==> config.mk <==
export PLATFORM = sky130hd
export DESIGN_NAME = bcd_serial_adder
export DESIGN_NICKNAME = d
export VERILOG_FILES = /design/src/rtl/bcd_serial_adder_pkg.sv /design/src/rtl/bcd_digit_add.sv /design/src/rtl/bcd_serial_adder.sv
export SDC_FILE = /design/constraint.sdc
export NUM_CORES = 1
export LEC_CHECK = 0
export BUFFER_PORTS_ARGS = -buffer_cell sky130_fd_sc_hd__buf_2
export CAP_MARGIN = 5
export CORE_MARGIN = 2
export CORE_UTILIZATION = 59
export CTS_CLUSTER_DIAMETER = 50
export DETAILED_ROUTE_END_ITERATION = 12
export GPL_ROUTABILITY_DRIVEN = 1
export PLACE_DENSITY = 0.89
export SLEW_MARGIN = 20
export SYNTH_ARGS = -nofsm -noshare
export SYNTH_HDL_FRONTEND = slang
export SYNTH_HIERARCHICAL = 1
export SYNTH_SLANG_ARGS = --single-unit
==> constraint.sdc <==
create_clock -name clk -period 6.3 [get_ports clk]
set_clock_uncertainty 0.05 [all_clocks]
set_input_delay 0.315 -clock clk [delete_from_list [all_inputs] [get_ports clk]]
set_output_delay 0.315 -clock clk [all_outputs]
set_load 0.02 [all_outputs]
==> src/rtl/bcd_serial_adder_pkg.sv <==
// Shared types and constants for the digit-serial BCD adder.
// State encoding, BCD limits and a digit validity helper.
package bcd_serial_adder_pkg;

  typedef enum logic {
    IDLE = 1'b0,
    RUN  = 1'b1
  } state_t;

  localparam logic [3:0] BCD_CORR = 4'd6;
  localparam logic [3:0] BCD_MAX  = 4'd9;

  function automatic logic bcd_bad(
    input logic [3:0] d
  );
    return d > BCD_MAX;
  endfunction

endpackage

==> src/rtl/bcd_digit_add.sv <==
// One-digit BCD add with decimal correction.
// Purely combinational; shared by every RUN cycle.
module bcd_digit_add
  import bcd_serial_adder_pkg::*;
(
  input  logic [3:0] a,
  input  logic [3:0] b,
  input  logic       ci,
  output logic [3:0] s,
  output logic       co
);

  logic [4:0] t;
  logic [4:0] t_adj;

  // binary sum, then +6 when it leaves the decimal range
  always_comb begin
    t     = {1'b0, a} + {1'b0, b} + {4'd0, ci};
    t_adj = t + {1'b0, BCD_CORR};
    if (t > {1'b0, BCD_MAX}) begin
      s  = t_adj[3:0];
      co = 1'b1;
    end else begin
      s  = t[3:0];
      co = 1'b0;
    end
  end

endmodule

==> src/rtl/bcd_serial_adder.sv <==
// Digit-serial multi-digit BCD adder, LSD first, one digit per clock.
// Optional BCD_INPUT_CHECK_EN adds a sticky err flag for non-BCD digits.
module bcd_serial_adder
  import bcd_serial_adder_pkg::*;
#(
  parameter int DIGITS = 4
) (
  input  logic                clk,
  input  logic                rst,
  input  logic                start,
  input  logic [4*DIGITS-1:0] A,
  input  logic [4*DIGITS-1:0] B,
  input  logic                Cin,
  output logic                busy,
  output logic                done,
  output logic [4*DIGITS-1:0] S,
  output logic                Cout
`ifdef BCD_INPUT_CHECK_EN
  ,
  output logic                err
`endif
);

  localparam int W  = 4 * DIGITS;
  localparam int IW = (DIGITS > 1) ? $clog2(DIGITS) : 1;
  localparam logic [IW-1:0] LAST_IDX = IW'(DIGITS - 1);

  state_t state_q;
  state_t state_d;

  logic [W-1:0]  a_sr;
  logic [W-1:0]  b_sr;
  logic [W-1:0]  res_sr;
  logic [W-1:0]  res_nx;
  logic [W-1:0]  sum_w;
  logic [IW-1:0] idx_q;
  logic          cy_q;

  logic          load;
  logic          step;
  logic          last;

  logic [3:0]    dsum;
  logic          dco;

  bcd_digit_add u_digit (
    .a  (a_sr[3:0]),
    .b  (b_sr[3:0]),
    .ci (cy_q),
    .s  (dsum),
    .co (dco)
  );

  // new digit enters at the top; after DIGITS steps
  // digit 0 has reached bits [3:0]
  always_comb begin
    sum_w      = '0;
    sum_w[3:0] = dsum;
    res_nx     = (res_sr >> 4) | (sum_w << (W - 4));
  end

  // state register
  always_ff @(posedge clk or posedge rst) begin
    if (rst) state_q <= IDLE;
    else     state_q <= state_d;
  end

  // next state and datapath controls
  always_comb begin
    state_d = state_q;
    load    = 1'b0;
    step    = 1'b0;
    last    = 1'b0;
    unique case (state_q)
      IDLE: begin
        if (start) begin
          load    = 1'b1;
          state_d = RUN;
        end
      end
      RUN: begin
        step = 1'b1;
        if (idx_q == LAST_IDX) begin
          last    = 1'b1;
          state_d = IDLE;
        end
      end
      default: state_d = IDLE;
    endcase
  end

  assign busy = (state_q == RUN);

  // operand shifters, carry, index and result capture
  always_ff @(posedge clk or posedge rst) begin
    if (rst) begin
      a_sr   <= '0;
      b_sr   <= '0;
      res_sr <= '0;
      idx_q  <= '0;
      cy_q   <= 1'b0;
      S      <= '0;
      Cout   <= 1'b0;
      done   <= 1'b0;
    end else begin
      done <= 1'b0;
      unique case (1'b1)
        load: begin
          a_sr   <= A;
          b_sr   <= B;
          cy_q   <= Cin;
          idx_q  <= '0;
          res_sr <= '0;
        end
        step: begin
          a_sr   <= a_sr >> 4;
          b_sr   <= b_sr >> 4;
          cy_q   <= dco;
          idx_q  <= idx_q + IW'(1);
          res_sr <= res_nx;
          if (last) begin
            S    <= res_nx;
            Cout <= dco;
            done <= 1'b1;
          end
        end
        default: ;
      endcase
    end
  end

`ifdef BCD_INPUT_CHECK_EN
  // sticky flag for any non-BCD operand digit seen while running
  always_ff @(posedge clk or posedge rst) begin
    if (rst) begin
      err <= 1'b0;
    end else if (load) begin
      err <= 1'b0;
    end else if (step) begin
      if (bcd_bad(a_sr[3:0]) || bcd_bad(b_sr[3:0]))
        err <= 1'b1;
    end
  end
`endif

endmodule
==> results.yml, run 1 <==
job:
  maxCapViolCount: 0
floorplanning:
  fp.dieW_microns: 75.4
  dieArea_sq_um: 5680
  coreArea_sq_um: 4820
  start_util: 0.624
  fp.dieH_microns: 75.4
  ios: 55
  fp-row-count: 25
worst_setup_path:
  path_class: "reg2reg"
  critPathRequiredTime_ps: 6500
  worst-endpoint-arrival_ps: 3090
  crit_buf_inv: 0
  cp-end-kind: "register"
  cp_top_family: "adder cells"
  critical-path-slowest-cell: "fa_1"
  start_kind: "register"
  worstPathCellList: "fa_1 -> fa_1 -> xnor2_1 -> ha_1 -> a31o_1 -> o31ai_4 -> mux2i_1 -> nand2_1 -> o21ai_0"
  cp_slowest_stage_delay_ps: 470
  cp_max_fo: 4
  crit_top_cell: "fa_1"
clocking:
  cts_sinks: 66
  root_buffer: "clkbuf_8"
  cts_setup_buffers: 0
  postCtsHoldBufs: 0
  htree_levels: 3
  cts_tree: "done"
  clock_latency_ps: 340
  cts_buffer_depth: 2
  cts_buffers: 9
  clk_pin_slew_ps: 80
  cts_resized: 0
synth:
  syn_avg_cell_area_sq_um: 11.7
  syn-num-nets: 299
  synth_cell_type_count: 27
  synth_area_leaders: "dfrtp_1, mux2i_1, o21ai_0, nand2_1, mux2_4"
  synth_most_common_cell: "dfrtp_1"
  netlist.area_leader.share: 0.549
  synth_common_cells: "dfrtp_1, nand2_1, o21ai_0"
  synth-edff-count: 0
  synth.yosys.seq_area_share: 0.549
  yosysWarningCount: 6
  async_reset_ff_frac: 1.00
  syn_inst: 256
  yosysTopAreaCell: "dfrtp_1"
  synthFlopType: "dfrtp_1"
  ys_ff_latch: 66
  netlist_area_sq_um: 3010
drt:
  ant_nets: 0
  drc: 0
  drtPass1Iterations: 4
  routed_wl_microns: 5320
  vias: 1992
  wire_per_inst_microns: 14.0
  viasPerCell: 5.24
  drt_iter0_drc: 144
global_routing:
  grt_max_degree: 67
  first_global_vias: 1883
  grt.total_usage: 0.208
  antenna_found_initial: 0
  grt_first_pass_wirelength_microns: 8710
  overflow: 0
layout:
  nFillCells: 330
  nets: 351
  seqCellArea_sq_um: 1650
  layout-drive-gt1-share: 0.297
  num_antenna_cells: 0
  area_delta_synth_final_pct: 15.0
  post_layout_nonfiller_instances: 380
  fin_area_sq_um: 3460
  multiInputGateArea_sq_um: 1250
timing:
  worst_slew_pin_slew_ps: 791
  drv_slew: 0
  finalSetupViolations: 0
  fmax_ghz: 0.346
  finalSetupTns_ps: 0
  worst_hold_slack_ps: 153
  grt_setup_unrepaired: "false"
  hold_violations: 0
  period_needed_ps: 2890
  relSlewSlack: 0.472
  finalCritPeriodShare: 0.459
pwr:
  p_leak_nw: 1.77
  power.total_w: 0.00177
  ir_drop_mv: 0.264
  cellPowerDensity_nw_per_um2: 513
min_path:
  hold_class: "in2async"
outcome:
  outcome: "finished, final reports clean"
placed_design:
  numPlacedInstances: 364
  io_buffers: 54
  dp_hpwl_microns: 3610
  place_area_sq_um: 3280
  place.gp.congestion: 0.838
report_power, final:
| part | internal (W) | switching [W] | total, W |
|---|---|---|---|
| sequential | 0.000595 | 0.000127 | 0.000723 |
| combinational | 0.000343 | 0.000401 | 0.000744 |
| clock | 0.000143 | 0.000163 | 0.000306 |
worst register-to-register path: cells and delay by family (launching register included):
| family | cells | cell delay, ps |
|---|---|---|
| xor+xnor | 1 | 170 |
| compound gates | 3 | 670 |
| mux | 1 | 290 |
| fa+ha+maj | 3 | 1130 |
| flops | 1 | 400 |
| simple gates | 1 | 90 |
registers in the layout (all words and copies together) (netlist names):
register  count
Cout          1
S            16
a_sr         16
b_sr         16
busy          1
cy_q          1
done          1
idx_q         2
res_sr       12
per-stage QoR:
step / setup slack (ps) / util
global route: 3220 / 0.718
detailed placement: 3430 / 0.682
floorplan: 3560 / -
CTS: 3390 / 0.717
global placement: 3480 / 0.682
finish: 3410 / 0.718
layer usage:
layer / up-vias / share of wire / global-route usage
met3: 6 / 0.046 / 0.0661
met5: - / 0 / 0
met2: 38 / 0.48 / 0.328
met4: 0 / 0.012 / 0.0741
li1: 980 / - / -
met1: 968 / 0.46 / 0.274
logic make-up (layout without fill, tap and decap cells):
group           Yosys count  after routing  synth area share
compound gates           47             47            0.0891
simple gates             63             63            0.0940
xor+xnor                  2              2           0.00583
buf+inv                  19             76            0.0362
flops                    66             66             0.549
mux                      52             52             0.191
fa+ha+maj                 7              7            0.0341
placed cells by master, fill, tap and decap left out, drive strengths merged:
cell type / instances
fa: 2
nand2b: 13
clkinvlp: 1
dfrtp: 66
mux2: 17
a22o: 1
o22ai: 1
nand3: 1
nor2: 9
and3: 1
nand2: 38
o31ai: 1
o21ai: 37
ha: 5
a31o: 1
mux2i: 35
clkbuf: 10
buf: 56
a21oi: 4
inv: 4
a21o: 1
nor2b: 1
clkinv: 5
a2111oi: 1
xnor2: 2
cell type report:
cell class,instances,share of cell area
clock buffer,10,0.0369
timing repair buffer,56,0.0832
clock inverter,6,0.0127
sequential,66,0.478
inverter,4,0.00434
tap,67,0.0242
multi-input combinational,171,0.360
worst paths after layout:
kind	depth (start not counted)	endpoint	slack [ps]	from
max in group asynchronous	3	busy$_DFF_PP0_	5490	rst
max reg2reg	9	res_sr[14]$_DFFE_PP0P_	3410	a_sr[0]$_DFFE_PP0P_
min	3	res_sr[5]$_DFFE_PP0P_	150	rst
min reg2reg	2	a_sr[2]$_DFFE_PP0P_	430	a_sr[6]$_DFFE_PP0P_
max	9	res_sr[14]$_DFFE_PP0P_	3410	a_sr[0]$_DFFE_PP0P_
min in group clk	3	a_sr[13]$_DFFE_PP0P_	170	A[13]
Note: power is estimated with default switching activity, not from simulation.
==> inputs of run 2 (changes only) <==
- CORE_UTILIZATION: 59 -> 55
- PLACE_DENSITY: 0.89 -> 0.84
- clock period: 6.3 -> 2.81 ns (I/O delays scaled with it)
==> run 2 against run 1 <==
  * Critical path depth is 1 lower
  * Hold slack got worse by 150 ps
  * Combinational power grew to 2.6 times the previous value
==> results.yml, run 2 (synthesis gave the netlist of run 1 again) <==
timing:
  fmax_ghz: 0.365
  relSlewSlack: 0.519
  period_needed_ps: 2740
  drv_slew: 0
  hold_violations: 0
  worst_hold_slack_ps: 4.23
  finalSetupViolations: 0
  finalSetupTns_ps: 0
  worst_slew_pin_slew_ps: 721
  finalCritPeriodShare: 0.976
clocking:
  cts_sinks: 66
  clock_latency_ps: 340
  root_buffer: "clkbuf_8"
  htree_levels: 3
  cts_tree: "done"
  cts_buffers: 9
  clk_pin_slew_ps: 80
  cts_buffer_depth: 2
pwr:
  internal-power_w: 0.00274
  pwr-share-comb: 0.445
  ir_drop_mv: 0.609
  p_leak_nw: 1.84
  power.switching_w: 0.00165
  p_clk_frac: 0.181
  p_sw_frac: 0.376
  seqPwrFrac: 0.374
  cellPowerDensity_nw_per_um2: 1210
placed_design:
  dp_hpwl_microns: 4010
  place.gp.congestion: 0.824
  io_buffers: 54
job:
  maxCapViolCount: 0
layout:
  layout_common_cells: "dfrtp_1, buf_2, nand2_1, o21ai_0, mux2i_1"
  area_delta_synth_final_pct: 20.6
  layout_top_registers: "S: 16 flops, a_sr: 16 flops, b_sr: 16 flops"
  num_antenna_cells: 0
  layout-drive-gt1-share: 0.329
  final_common_cell: "dfrtp_1"
  nets: 363
drt:
  drt_iter0_drc: 131
  viasPerCell: 5.26
  wire_per_inst_microns: 14.5
  vias: 2078
  drc: 0
  drtPass1Iterations: 4
  ant_nets: 0
  routed_wl_microns: 5720
global_routing:
  overflow: 0
  grt.total_usage: 0.210
  antenna_found_initial: 0
  grt_first_pass_wirelength_microns: 9830
  first_global_vias: 2055
  grt_max_degree: 50
floorplanning:
  fp.dieW_microns: 77.9
  fp.dieH_microns: 77.9
  ios: 55
  dieArea_sq_um: 6070
  fp-row-count: 26
  start_util: 0.578
  coreArea_sq_um: 5200
worst_setup_path:
  cp.depth: 8
  cp_max_fo: 4
  worstPathCellList: "fa_2 -> fa_2 -> inv_2 -> ha_4 -> a31o_4 -> o31ai_4 -> mux2i_1 -> mux2_4"
  critical-path-slowest-cell: "fa_2"
  cp-end-kind: "register"
  worst-endpoint-arrival_ps: 2920
  critPathRequiredTime_ps: 2980
  cp_top_family: "adder cells"
  reg2reg_depth: 8
  crit_top_cell: "fa_2"
  cp_slowest_stage_delay_ps: 550
  crit_buf_inv: 1
  path_class: "reg2reg"
  start_kind: "register"
outcome:
  outcome: "finished, final reports clean"
min_path:
  holdPathStages: 3
  hold_class: "in2reg"
## run 2: cell count changes in the layout (fill, tap and decap cells not counted), sizes merged
cell / delta
bufinv: +1
clkinvlp: -1
dlygate4sd3: +5
buf: +7
## run 2: metal layers
layer  track usage  up-vias  wire, microns
met5             0        -              0
li1              -     1008              -
met3        0.0756        7            265
met4        0.0737        0             62
met1         0.278     1026           2610
met2         0.322       37           2790
## run 2: final timing paths
check,slack (ps),from,endpoint
max reg2reg,70,cy_q$_DFFE_PP0P_,S[14]$_DFFE_PP0P_
min in group asynchronous,200,rst,b_sr[13]$_DFFE_PP0P_
max,70,cy_q$_DFFE_PP0P_,S[14]$_DFFE_PP0P_
max in group asynchronous,1830,rst,busy$_DFF_PP0_
min,4,B[14],b_sr[14]$_DFFE_PP0P_
min reg2reg,440,a_sr[6]$_DFFE_PP0P_,a_sr[2]$_DFFE_PP0P_
## run 2: power by group through the flow
stage,sequential (W),clock (W),combinational (W)
after global placement,0.00163,0,0.00163
final,0.00164,0.000795,0.00195
after detailed placement,0.00165,0,0.00175
after floorplan,0.00168,0,0.00122
after global routing,0.00170,0.000860,0.00216
after CTS,0.00163,0.000813,0.00179
## run 2: per-stage QoR
stage / utilization / instances / power [W] / area (sq um) / setup WS, ps
after floorplan: - / 256 / 0.00289 / 3010 / 68.3
after global placement: 0.639 / 372 / 0.00326 / 3320 / 19.6
after detailed placement: 0.639 / 372 / 0.00339 / 3320 / -63.0
after CTS: 0.689 / 393 / 0.00423 / 3580 / -0.755
after global routing: 0.697 / 395 / 0.00472 / 3630 / -22.7
final: 0.697 / 395 / 0.00439 / 3630 / 67.7
## run 2: cell type report
class	instances	area, sq um
inverters	4	15.0
multi-input cells	171	1280
clock buffers	10	138
repair buffers	68	388
well taps	70	87.6
clock inverters	6	66.3
flip-flops and latches	66	1650
fillers	392	1580
## run 2: worst reg2reg max path, cell delays in order, from the launching register on
cell     delay, ps
dfrtp_1        410
fa_2           420
fa_2           550
inv_2           60
ha_4           160
a31o_4         220
o31ai_4        330
mux2i_1        150
mux2_4         280
## run 2: repair_timing
action                                  CTS  global route
resized for setup                         2             7
endpoints found under the setup margin    3             5
buffers inserted                          0             2
hold buffers                              5             0
pin swaps                                 1             3
endpoints found under the hold margin    12             0
==> inputs of run 3 (changes only) <==
- SYNTH_HIERARCHICAL: 1 -> default
==> run 3 against run 2 <==
  * Sequential cell count unchanged
  * Clock power decreased by 13%
  * Die area shrank 1.9%
  * Cell area decreased by 1.6%
  * Critical path depth is 1 higher
  * Critical endpoint unchanged
  * Largest cell class unchanged
  * Largest power group unchanged
  * Highest routed layer unchanged
==> results.yml, run 3 <==
worst_setup_path:
  start_kind: "register"
  cp_max_fo: 4
  r2r_end: "S[14]$_DFFE_PP0P_"
  reg2reg_from: "cy_q$_DFFE_PP0P_"
  critical_path.startpoint: "cy_q$_DFFE_PP0P_"
  crit_top_cell: "fa_2"
  path_class: "reg2reg"
  reg2reg_depth: 9
  critical-path-slowest-cell: "fa_2"
  critPathRequiredTime_ps: 3000
  worst-endpoint-arrival_ps: 2910
  worstPathCellList: "fa_2 -> fa_2 -> inv_2 -> ha_1 -> and2b_2 -> a31oi_4 -> and3_4 -> nor2_2 -> a311oi_2"
  cp-end-kind: "register"
  rrSetupSlack_ps: 90
  cp_slowest_stage_delay_ps: 560
global_routing:
  antenna_found_initial: 0
  grt_max_degree: 49
  grt_first_pass_wirelength_microns: 10300
  grt.total_usage: 0.220
  overflow: 0
  first_global_vias: 2284
synth:
  yosysTopAreaCell: "dfrtp_1"
  ys_ff_latch: 66
  synth-edff-count: 0
  synthFlopType: "dfrtp_1"
  yosysWarningCount: 0
  syn_inst: 290
  synth_compound_area_frac: 0.109
  synth.yosys.seq_area_share: 0.561
  synth_top_family_by_area: "simple AND/OR/NAND/NOR gates"
  synth-xor-area-share: 0.00297
  syn-num-nets: 333
  syn_avg_cell_area_sq_um: 10.2
  synth_area_leaders: "dfrtp_1, mux2i_1, nand2_1, o21ai_0, ha_1"
  netlist.area_leader.share: 0.561
  synth_common_cells: "nand2_1, dfrtp_1, o21ai_0"
  synth_simple_gate_area_frac: 0.148
  async_reset_ff_frac: 1.00
  netlist_area_sq_um: 2950
  synth_most_common_cell: "nand2_1"
  muxShareOfSynthArea: 0.116
  yosys.area_share.adder: 0.0348
  synth_cell_type_count: 35
clocking:
  htree_levels: 3
  root_buffer: "clkbuf_8"
  clock_latency_ps: 340
  cts_buffer_depth: 2
  clk_pin_slew_ps: 70
  cts_tree: "done"
  cts_sinks: 66
  cts_buffers: 9
drt:
  drc: 0
  vias: 2228
  ant_nets: 0
  wl_met3_microns: 306
  viasPerCell: 5.19
  wl_met1_microns: 2560
  route.met2.wl_microns: 2940
  routed_wl_microns: 5950
  drtPass1Iterations: 4
  top_layer: "met4"
  drt_iter0_drc: 148
  wire_per_inst_microns: 13.9
layout:
  area_delta_synth_final_pct: 21.1
  layout_common_cells: "nand2_1, dfrtp_1, buf_2, o21ai_0, mux2i_1"
  seqCellArea_sq_um: 1650
  layout_top_registers: "S: 16 flops, a_sr: 16 flops, b_sr: 16 flops"
  nets: 397
  num_antenna_cells: 0
  post-route-util: 0.694
  layout-drive-gt1-share: 0.265
  final_common_cell: "nand2_1"
  nFillCells: 430
  post_layout_nonfiller_instances: 429
  multiInputGateArea_sq_um: 1240
  fin_area_sq_um: 3570
placed_design:
  io_buffers: 54
  dp_hpwl_microns: 4140
  numPlacedInstances: 405
  place.gp.congestion: 0.866
  place_area_sq_um: 3290
floorplanning:
  dieArea_sq_um: 5960
  fp-row-count: 26
  fp.dieW_microns: 77.2
  coreArea_sq_um: 5140
  start_util: 0.573
  ios: 55
  fp.dieH_microns: 77.2
pwr:
  p_leak_nw: 1.84
  ir_drop_mv: 0.593
  p_clk_frac: 0.166
  seqPwrFrac: 0.383
  internal-power_w: 0.00248
  cellPowerDensity_nw_per_um2: 1170
  power.switching_w: 0.00169
  pwr-share-comb: 0.451
  p_sw_frac: 0.406
timing:
  worst_slew_pin_slew_ps: 679
  hold_violations: 0
  finalCritPeriodShare: 0.969
  grt_setup_unrepaired: "false"
  finalSetupTns_ps: 0
  period_needed_ps: 2720
  fmax_ghz: 0.367
  finalSetupViolations: 0
  relSlewSlack: 0.547
  drv_slew: 0
outcome:
  outcome: "finished, final reports clean"
job:
  maxCapViolCount: 0
min_path:
  hold_class: "in2reg"
  min_from: "A[13]"
  holdPathStages: 3
  whs_endpoint: "a_sr[13]$_DFFE_PP0P_"
==> run 3: kinds of logic (layout without fill, tap and decap cells) <==
logic type               count (synthesis)  count (layout)
AO/OA/AOI/OAI                           54              54
XOR/XNOR                                 1               1
adder cells (fa/ha/maj)                  7               7
buffers and inverters                   21              90
flip-flops                              66              66
multiplexers                            34              34
AND/OR/NAND/NOR                        107             107
==> run 3: how the worst max path moves through the flow <==
stage | depth (start not counted) | to
global placement | 9 | res_sr[13]$_DFFE_PP0P_
global route | 9 | res_sr[13]$_DFFE_PP0P_
finish | 9 | S[14]$_DFFE_PP0P_
CTS | 9 | S[14]$_DFFE_PP0P_
detailed placement | 9 | S[14]$_DFFE_PP0P_
floorplan | 9 | res_sr[13]$_DFFE_PP0P_
==> run 3: metal layers <==
metal,up-vias,global-route usage
met5,-,0
met4,0,0.105
met3,13,0.0494
met2,56,0.364
met1,1050,0.274
li1,1109,-
==> run 3: metrics by stage <==
| step | worst slack, ps | power (W) | hold slack (ps) |
|---|---|---|---|
| 3_3_place_gp | 115 | 0.00323 | 193 |
| 2_1_floorplan | 153 | 0.00286 | 247 |
| 5_1_grt | 5.44 | 0.00448 | 36.6 |
| 4_1_cts | 46.7 | 0.00411 | 13.0 |
| 3_5_place_dp | -20.3 | 0.00335 | 195 |
| 6_report | 87.5 | 0.00417 | 21.1 |
==> run 3: power groups by stage <==
| stage | Sequential (W) | Combinational [W] | Clock, W |
|---|---|---|---|
| after floorplan | 0.00164 | 0.00122 | 0 |
| after global placement | 0.00159 | 0.00163 | 0 |
| after detailed placement | 0.00162 | 0.00173 | 0 |
| after CTS | 0.00160 | 0.00180 | 0.000705 |
| after global routing | 0.00165 | 0.00208 | 0.000749 |
| final | 0.00160 | 0.00188 | 0.000692 |
==> run 3: layout make-up <==
type                    instances  area share
multi-input cells             203       0.347
clock inverters                 5     0.00842
well taps                      70      0.0246
flip-flops and latches         66       0.463
inverters                       5     0.00526
repair buffers                 69       0.112
clock buffers                  11      0.0396
==> run 3: what timing repair did <==
item                                    CTS  global route
pin swaps                                 1             1
endpoints found under the hold margin    33             0
setup buffers                             1             0
gates resized for setup                   2             4
endpoints found under the setup margin    3             4
hold buffers                              7             0
==> run 3: worst max-delay path, delay by kind of cell (launching register included) <==
family | cells | cell delay [ps]
adders and majority gates | 3 | 1180
and+or+nand+nor | 3 | 500
AOI/OAI and AO/OA | 2 | 420
DFF | 1 | 400
buffers and inverters | 1 | 70
